==> config.mk <==
export PLATFORM = sky130hd
export DESIGN_NAME = mcu_seq
export DESIGN_NICKNAME = d
export VERILOG_FILES = /design/src/rtl/mcu_seq.sv
export SDC_FILE = /design/constraint.sdc
export NUM_CORES = 1
export LEC_CHECK = 0
export ABC_AREA = 1
export CAP_MARGIN = 10
export CORE_ASPECT_RATIO = 1.75
export CORE_MARGIN = 10
export CORE_UTILIZATION = 55
export DETAILED_ROUTE_END_ITERATION = 10
export PLACE_DENSITY = 0.83
export RECOVER_POWER = 50
export SYNTH_ARGS = -nofsm -noshare
export SYNTH_HDL_FRONTEND = slang
export SYNTH_SLANG_ARGS = --single-unit
==> constraint.sdc <==
create_clock -name clk -period 8.15 [get_ports clk]
set_input_delay 2.0375 -clock clk [delete_from_list [all_inputs] [get_ports clk]]
set_output_delay 2.0375 -clock clk [all_outputs]
set_load 0.01 [all_outputs]
==> src/rtl/mcu_seq.sv <==
// Host-side sequencer for the convolution MCU: loads N+2 pixel columns, pulses chblk,
// sweeps the read rows and collects the serialized results of one block.
module mcu_seq #(
  parameter int N           = 16,
  parameter int BITS_IMAGEN = 8,
  parameter int BITS_DATA   = 13,
  parameter int BITS_ADDR   = 10,
  parameter int CONV_LAT    = 4
) (
  input  logic                   clk,
  input  logic                   rst,
  input  logic                   i_start,
  input  logic [BITS_ADDR-1:0]   i_rows,
  input  logic [BITS_IMAGEN-1:0] i_pix,
  input  logic                   i_pix_valid,
  output logic                   o_pix_ready,
  output logic [BITS_IMAGEN-1:0] o_Data,
  output logic [BITS_ADDR-1:0]   o_WAddr,
  output logic [BITS_ADDR-1:0]   o_RAddr,
  output logic                   o_sop,
  output logic                   o_eop,
  output logic                   o_chblk,
  input  logic [BITS_DATA-1:0]   i_res,
  output logic [BITS_DATA-1:0]   o_res,
  output logic                   o_res_valid,
  output logic                   o_busy,
  output logic                   o_done
);

  localparam int CW  = (N > 1) ? $clog2(N) : 1;
  localparam int CLW = $clog2(N + 2);
  localparam logic [CW-1:0]  CNT_LAST = CW'(N - 1);
  localparam logic [CLW-1:0] COL_LAST = CLW'(N + 1);

  typedef enum logic [2:0] {IDLE, LOAD, SWITCH, CONV, DRAIN} state_t;

  state_t                 state_q, state_d;
  logic [BITS_ADDR-1:0]   rows_q, rows_d;
  logic [BITS_ADDR-1:0]   row_q, row_d;
  logic [CLW-1:0]         col_q, col_d;
  logic [CW-1:0]          cnt_q, cnt_d;
  logic [CW-1:0]          rem_q, rem_d;
  logic [CONV_LAT-1:0]    sr_q, sr_d, sr_shift;
  logic                   pix_ready_q, pix_ready_d;
  logic [BITS_IMAGEN-1:0] data_q, data_d;
  logic [BITS_ADDR-1:0]   waddr_q, waddr_d;
  logic [BITS_ADDR-1:0]   raddr_q, raddr_d;
  logic                   sop_q, sop_d, eop_q, eop_d, chblk_q, chblk_d;
  logic [BITS_DATA-1:0]   res_q, res_d;
  logic                   res_valid_q, res_valid_d, busy_q, busy_d, done_q, done_d;

  logic accept, start_now, active, pending, last_row;

  assign accept    = pix_ready_q & i_pix_valid;
  assign last_row  = (row_q == rows_q - 1'b1);
  // Rows 0 and 1 only prime the MCU window; results start with read 2.
  assign start_now = (state_q == CONV) && (cnt_q == '0) && (raddr_q >= BITS_ADDR'(2));
  assign active    = sr_q[CONV_LAT-1] | (rem_q != '0);
  assign pending   = (|sr_q) | (rem_q != '0);

  genvar gi;
  generate
    for (gi = 0; gi < CONV_LAT; gi++) begin : g_sr
      if (gi == 0) begin : g_head
        assign sr_shift[gi] = start_now;
      end else begin : g_tail
        assign sr_shift[gi] = sr_q[gi-1];
      end
    end
  endgenerate

  always_comb begin
    state_d     = state_q;
    rows_d      = rows_q;
    row_d       = row_q;
    col_d       = col_q;
    cnt_d       = cnt_q;
    pix_ready_d = pix_ready_q;
    data_d      = data_q;
    waddr_d     = waddr_q;
    raddr_d     = raddr_q;
    sop_d       = 1'b0;
    eop_d       = 1'b0;
    chblk_d     = 1'b0;
    done_d      = 1'b0;
    sr_d        = sr_shift;
    rem_d       = rem_q;
    res_d       = res_q;
    res_valid_d = active;

    case (state_q)
      IDLE: begin
        if (i_start && (i_rows >= BITS_ADDR'(3))) begin
          rows_d      = i_rows;
          row_d       = '0;
          col_d       = '0;
          pix_ready_d = 1'b1;
          state_d     = LOAD;
        end
      end
      LOAD: begin
        if (accept) begin
          data_d  = i_pix;
          waddr_d = row_q;
          sop_d   = (row_q == '0);
          eop_d   = last_row;
          if (last_row) begin
            row_d = '0;
            if (col_q == COL_LAST) begin
              pix_ready_d = 1'b0;
              state_d     = SWITCH;
            end else begin
              col_d = col_q + 1'b1;
            end
          end else begin
            row_d = row_q + 1'b1;
          end
        end
      end
      SWITCH: begin
        chblk_d = 1'b1;
        raddr_d = '0;
        cnt_d   = '0;
        state_d = CONV;
      end
      CONV: begin
        if (cnt_q == CNT_LAST) begin
          cnt_d = '0;
          if (raddr_q == rows_q - 1'b1) state_d = DRAIN;
          else                          raddr_d = raddr_q + 1'b1;
        end else begin
          cnt_d = cnt_q + 1'b1;
        end
      end
      DRAIN: begin
        // Nothing left in flight means the final result is on o_res this cycle.
        if (!pending) begin
          done_d  = 1'b1;
          state_d = IDLE;
        end
      end
      default: state_d = IDLE;
    endcase

    if (sr_q[CONV_LAT-1])  rem_d = CNT_LAST;
    else if (rem_q != '0)  rem_d = rem_q - 1'b1;
    if (active)            res_d = i_res;

    busy_d = (state_d != IDLE);
  end

  always_ff @(posedge clk or posedge rst) begin
    if (rst) begin
      state_q     <= IDLE;
      rows_q      <= '0;
      row_q       <= '0;
      col_q       <= '0;
      cnt_q       <= '0;
      rem_q       <= '0;
      sr_q        <= '0;
      pix_ready_q <= 1'b0;
      data_q      <= '0;
      waddr_q     <= '0;
      raddr_q     <= '0;
      sop_q       <= 1'b0;
      eop_q       <= 1'b0;
      chblk_q     <= 1'b0;
      res_q       <= '0;
      res_valid_q <= 1'b0;
      busy_q      <= 1'b0;
      done_q      <= 1'b0;
    end else begin
      state_q     <= state_d;
      rows_q      <= rows_d;
      row_q       <= row_d;
      col_q       <= col_d;
      cnt_q       <= cnt_d;
      rem_q       <= rem_d;
      sr_q        <= sr_d;
      pix_ready_q <= pix_ready_d;
      data_q      <= data_d;
      waddr_q     <= waddr_d;
      raddr_q     <= raddr_d;
      sop_q       <= sop_d;
      eop_q       <= eop_d;
      chblk_q     <= chblk_d;
      res_q       <= res_d;
      res_valid_q <= res_valid_d;
      busy_q      <= busy_d;
      done_q      <= done_d;
    end
  end

  assign o_pix_ready = pix_ready_q;
  assign o_Data      = data_q;
  assign o_WAddr     = waddr_q;
  assign o_RAddr     = raddr_q;
  assign o_sop       = sop_q;
  assign o_eop       = eop_q;
  assign o_chblk     = chblk_q;
  assign o_res       = res_q;
  assign o_res_valid = res_valid_q;
  assign o_busy      = busy_q;
  assign o_done      = done_q;

endmodule
# --- Yosys cells after proc, flatten, opt, wreduce, memory -nomap -nowiden ---
# Cells that the tools add are included.
totals:
  ff_bits: 88
  input_bits: 35
  output_inout_bits: 48
  wordCells: 98
classes:
  n_addsub: 6
  magnitude_cmp: 2
  n_eq_ne: 15
  mux: 36
  bitwise: 3
  reduce_logical: 18
ops:
  columns: ["op", "count"]
  rows:
  - ["$mux 10", 5]
  - ["$pmux 10 s2", 2]
  - ["$mux 3", 7]
  - ["$add 10x1->10 const B", 2]
  - ["$eq 10x10->1", 2]
  - ["$ge 10x2->1 const B", 2]
  - ["$mux 5", 4]
  - ["$pmux 3 s5", 1]
  - ["$mux 4", 3]
  - ["$ne 2x2->1 const B", 6]
  - ["$mux 1", 11]
  - ["$logic_not 10->1", 1]
  - ["$pmux 5 s2", 1]
  - ["$reduce_and 5->1", 2]
  - ["$sub 10x1->10 const B", 1]
  - ["$pmux 4 s2", 1]
  - ["$eq 3x2->1 const B", 2]
  - ["$reduce_and 3->1", 2]
  - ["$reduce_bool 2->1", 3]
  - ["$add 5x1->5 const B", 1]
  - ["$eq 5x5->1 const B", 1]
  - ["$add 4x1->4 const B", 1]
  - ["$eq 4x4->1 const B", 1]
  - ["$logic_not 4->1", 1]
  - ["13 further kinds", 17]

# --- Depth between registers and ports, before layout ---
depth:
  ltp_word: 6
  depth_mapped: 17
  mapped_depth_nobuf: 17

# --- Worst setup path after synthesis ---
# Ideal clock, no wire load.
synth_timing:
  path_type: "input-to-reg"
  from: "input port i_rows[8]"
  to: "register rows_q[2]"
  arrival_ps: 2970
  required_time_ps: 8019
  path_slack_ps: 5050
  cell_stages: 8
  n_path_buf: 2
  path_cell_list: "inv_1 -> nand4_1 -> nor2_1 -> nand2_1 -> nand2_1 -> clkbuf_1 -> clkbuf_1 -> o21ai_0"
synth_between:
  elab_chain_len: 3
synth_rtl:
  columns: ["item", "line_no", "text"]
  rows:
  - ["from (decl)", "13", "input logic [BITS_ADDR-1:0] i_rows,"]
  - ["$ge 10x2->1", "93", "if (i_start && (i_rows >= BITS_ADDR'(3))) begin"]
  - ["$logic_and 1x1->1", "93", null]
  - ["$reduce_and 2->1 (no source line)", null, null]
  - ["to (signal assigned)", "174", "rows_q <= rows_d;"]
  - ["to (decl)", "38", "logic [BITS_ADDR-1:0] rows_q, rows_d;"]
# No other way between the ends.
# A chain may end at the register's enable or synchronous reset.

# --- Worst setup path after layout ---
layout_timing:
  from: "input port i_pix_valid"
  to: "register row_q[6]"
layout_between:
  elab_chain_len: 3
layout_rtl:
  columns: ["item", "line_no", "text"]
  rows:
  - ["from (decl)", "15", "input logic i_pix_valid,"]
  - ["$and 1x1->1", "54", "assign accept = pix_ready_q & i_pix_valid;"]
  - ["$ne 2x2->1 (no source line)", null, null]
  - ["$reduce_and 3->1 (no source line)", null, null]
  - ["to (signal assigned)", "175", "row_q <= row_d;"]
  - ["to (decl)", "39", "logic [BITS_ADDR-1:0] row_q, row_d;"]
# No other way between the ends.

==> impl_results.md <==
* Setup CP Type: primary input to flop
* Worst Setup Start Kind: primary input
* P per Cell Area at 151.5 mW/mm²
* Endpoints failing setup at 0
* GR Overflow Total at 0
* Post-route cell area at 0.005879 mm²
* Maximum clock insertion buffer count at 2
* Combinational Power Share at 0.041
* Post-synthesis cell type count at 36
* Relative slew slack at 0.2902
* CTS Buf Count at 9
* DRC errors left at 0
* Post-DRT Antenna Nets at 0
* Root Buffer: clkbuf_16
* Worst path most repeated cell: nand3_1
* Antenna cell count at 0
* Setup Fix Bufs, Post-CTS at 0
* Clk_lat worst skew at 0.34 ns
* Largest net degree at the start of global routing at 89
* F_max at 214.2 MHz
* Vias at 4224
* H-tree depth at 3
* Fin nets at 715
* IO Count at 83
* Length of the first detailed-routing pass in iterations at 5
* Seq/Total Area, Yosys at 0.4676
* PortBufs at 82
* Met2 wire len at 6.907 mm
* Pre-CTS WS at 3.610 ns
* WP data arrival at 4.90 ns
* CP max FO at 32
* Tmin final at 4.668 ns
* Die Wd at 89.95 µm
* Internal power at 699.3 µW
* HP Class: flop to flop
* Vias in the first global route at 4112
* Status: complete, no violations
* Share of layout cells above drive strength 1 at 0.06677
* Final Hold Violating Endpoints at 0
* Static Leak at 0.002845 µW
* Slew Limit Fails at 0
* Die Y at 142.4 µm
* Routed wire length per instance at 15.62 µm
* CP top delay family: simple AND/OR/NAND/NOR gates
* Met3 WL at 433 µm
* Placer's final routability congestion estimate at 0.9347
* Met1 WL at 4.608 mm
* Buf/Inv on CP at 1
* Ys Warns at 0
* All-Layer GR Usage at 0.1917
* Seq pwr share at 0.496
* Setup crit end kind: flop
* Worst Path Required at 8.38 ns
* Initial Util at 0.5665
* Core Footprint at 0.008313 mm²
* Mapped Area at 0.004710 mm²
* Die ar. at 0.01281 mm²
* RSZ-0062 raised after global routing: no
* TritonCTS clock tree: built
* Via density at 5.354
* Commonest non-fill, non-tap cells in the layout: nand2_1, dfrtp_1, clkdlybuf4s50_1, inv_1, nand3_1
* CTS Hold Bufs at 0
* Critical path cell sequence: dlygate4sd3_1, nand3_1, nand2_1, nand4_1, nor2_1, nand3_1, and3_1
* Worst setup margin at 3.482 ns
* Drt first-iter violations at 231
* Sw Ratio at 0.2151
* Final setup TNS at 0 ns
* Worst Skew at 0.008723 ns
* Row count at 44
* Resized cells post-CTS at 0
* Area leader, netlist: dfrtp_1
* Yosys reg bits at 88
* WL final at 12.33 mm
* Clock sink count at 88
* # Max-Cap Violations at 0
* Largest stage delay, worst path at 0.89 ns
* Filler instances at 653
* Post-synthesis cell count at 586
* Initial antenna violation count at 0
* Commonest non-fill, non-tap cell in the layout: nand2_1
* Worst slew pin tran at 1.065 ns
* Dominant cells by area after synthesis: dfrtp_1, nand2_1, inv_1
* P_sw at 191.6 µW
* DP HPWL at 9.316 mm
* Power share of the clock group at 0.463
* Synth-to-Final Area Change at 24.84%
* Clk slew on worst S/H paths at 0.06 ns
* Syn_nets at 632
* Top routing layer in use: met4
* Peak VDD IR at 0.1317 mV
* Slowest CP cell: nand2_1
* Area post-placement at 0.005632 mm²
* First-pass GRT wire length at 20.19 mm
* Crit share post-route at 0.5728
* Syn_area_per_cell at 8.037 µm²
* Top cell type's share of synthesized area at 0.4676
-- power groups by stage --
| stage | Sequential (µW) | Combinational [µW] | Clock (µW) |
|---|---|---|---|
| floorplan | 451 | 10.3 | 0 |
| global placement | 450 | 38.3 | 0 |
| detailed placement | 450 | 39.0 | 0 |
| CTS | 442 | 39.1 | 416 |
| global route | 442 | 40.7 | 431 |
| finish | 442 | 37.0 | 412 |
-- logic make-up (layout without fill, tap and decap cells) --
logic type | after synthesis | after routing | share of synthesized area
DFF | 88 | 88 | 0.4676
xor gates and xnor gates | 13 | 13 | 0.02710
buffers and inverters | 80 | 168 | 0.06589
AOI/OAI and AO/OA | 52 | 52 | 0.06695
and+or+nand+nor | 342 | 342 | 0.3433
adders and majority gates | 11 | 11 | 0.02922
-- stage by stage --
step,hold WS (ns),instances,utilization,power (µW)
floorplan,0.3545,586,-,461.8
global placement,0.3678,773,0.6775,488.0
finish,0.3878,789,0.7073,890.9
global route,0.4137,789,0.7073,913.7
CTS,0.3911,789,0.7131,896.9
detailed placement,0.3687,773,0.6775,488.9
-- Yosys cell counts, drive strengths merged --
cell type / instances
a21oi: 3
a31oi: 2
a41oi: 1
and3: 8
buf: 3
clkbuf: 8
dfrtp: 88
ha: 11
inv: 69
nand2: 194
nand3: 49
nand3b: 2
nand4: 20
nor2: 49
nor3: 11
nor3b: 1
nor4: 8
o21ai: 40
o22ai: 3
o31ai: 2
o32ai: 1
xnor2: 1
xnor3: 1
xor2: 11
-- cell type report --
| class | instances | area (µm²) | area share |
|---|---|---|---|
| flip-flops and latches | 88 | 2202 | 0.3745 |
| multi-input cells | 418 | 2148 | 0.3654 |
| repair buffers | 83 | 828.3 | 0.1409 |
| inverters | 69 | 260.3 | 0.04426 |
| clock buffers | 10 | 229.0 | 0.03894 |
| well taps | 115 | 143.9 | 0.02447 |
| clock inverters | 6 | 67.56 | 0.01149 |
-- sequential cells by signal, summed over array words and instances (netlist names), 3 cells and up --
register	flops
sr_q	4
row_q	10
cnt_q	4
o_RAddr	10
state_q	3
o_Data	8
rem_q	4
col_q	5
o_WAddr	10
rows_q	10
o_res	13
-- path summary, 6_finish.rpt --
kind,startpoint,slack [ns],depth (start not counted),end
setup reg to reg,state_q[2],4.79,7,row_q[6]
max in group asynchronous,rst,4.95,3,cnt_q[1]
min in group asynchronous,rst,2.50,3,o_Data[1]
hold / removal,sr_q[0],0.39,0,sr_q[1]
hold reg to reg,sr_q[0],0.39,0,sr_q[1]
setup / recovery,i_pix_valid,3.48,7,row_q[6]
-- per-layer routing --
layer	vias up	track usage
met5	-	0
met4	0	0.1035
met3	36	0.03117
met2	121	0.3594
met1	2006	0.1984
li1	2061	-
Note: power is estimated with default switching activity, not from simulation.
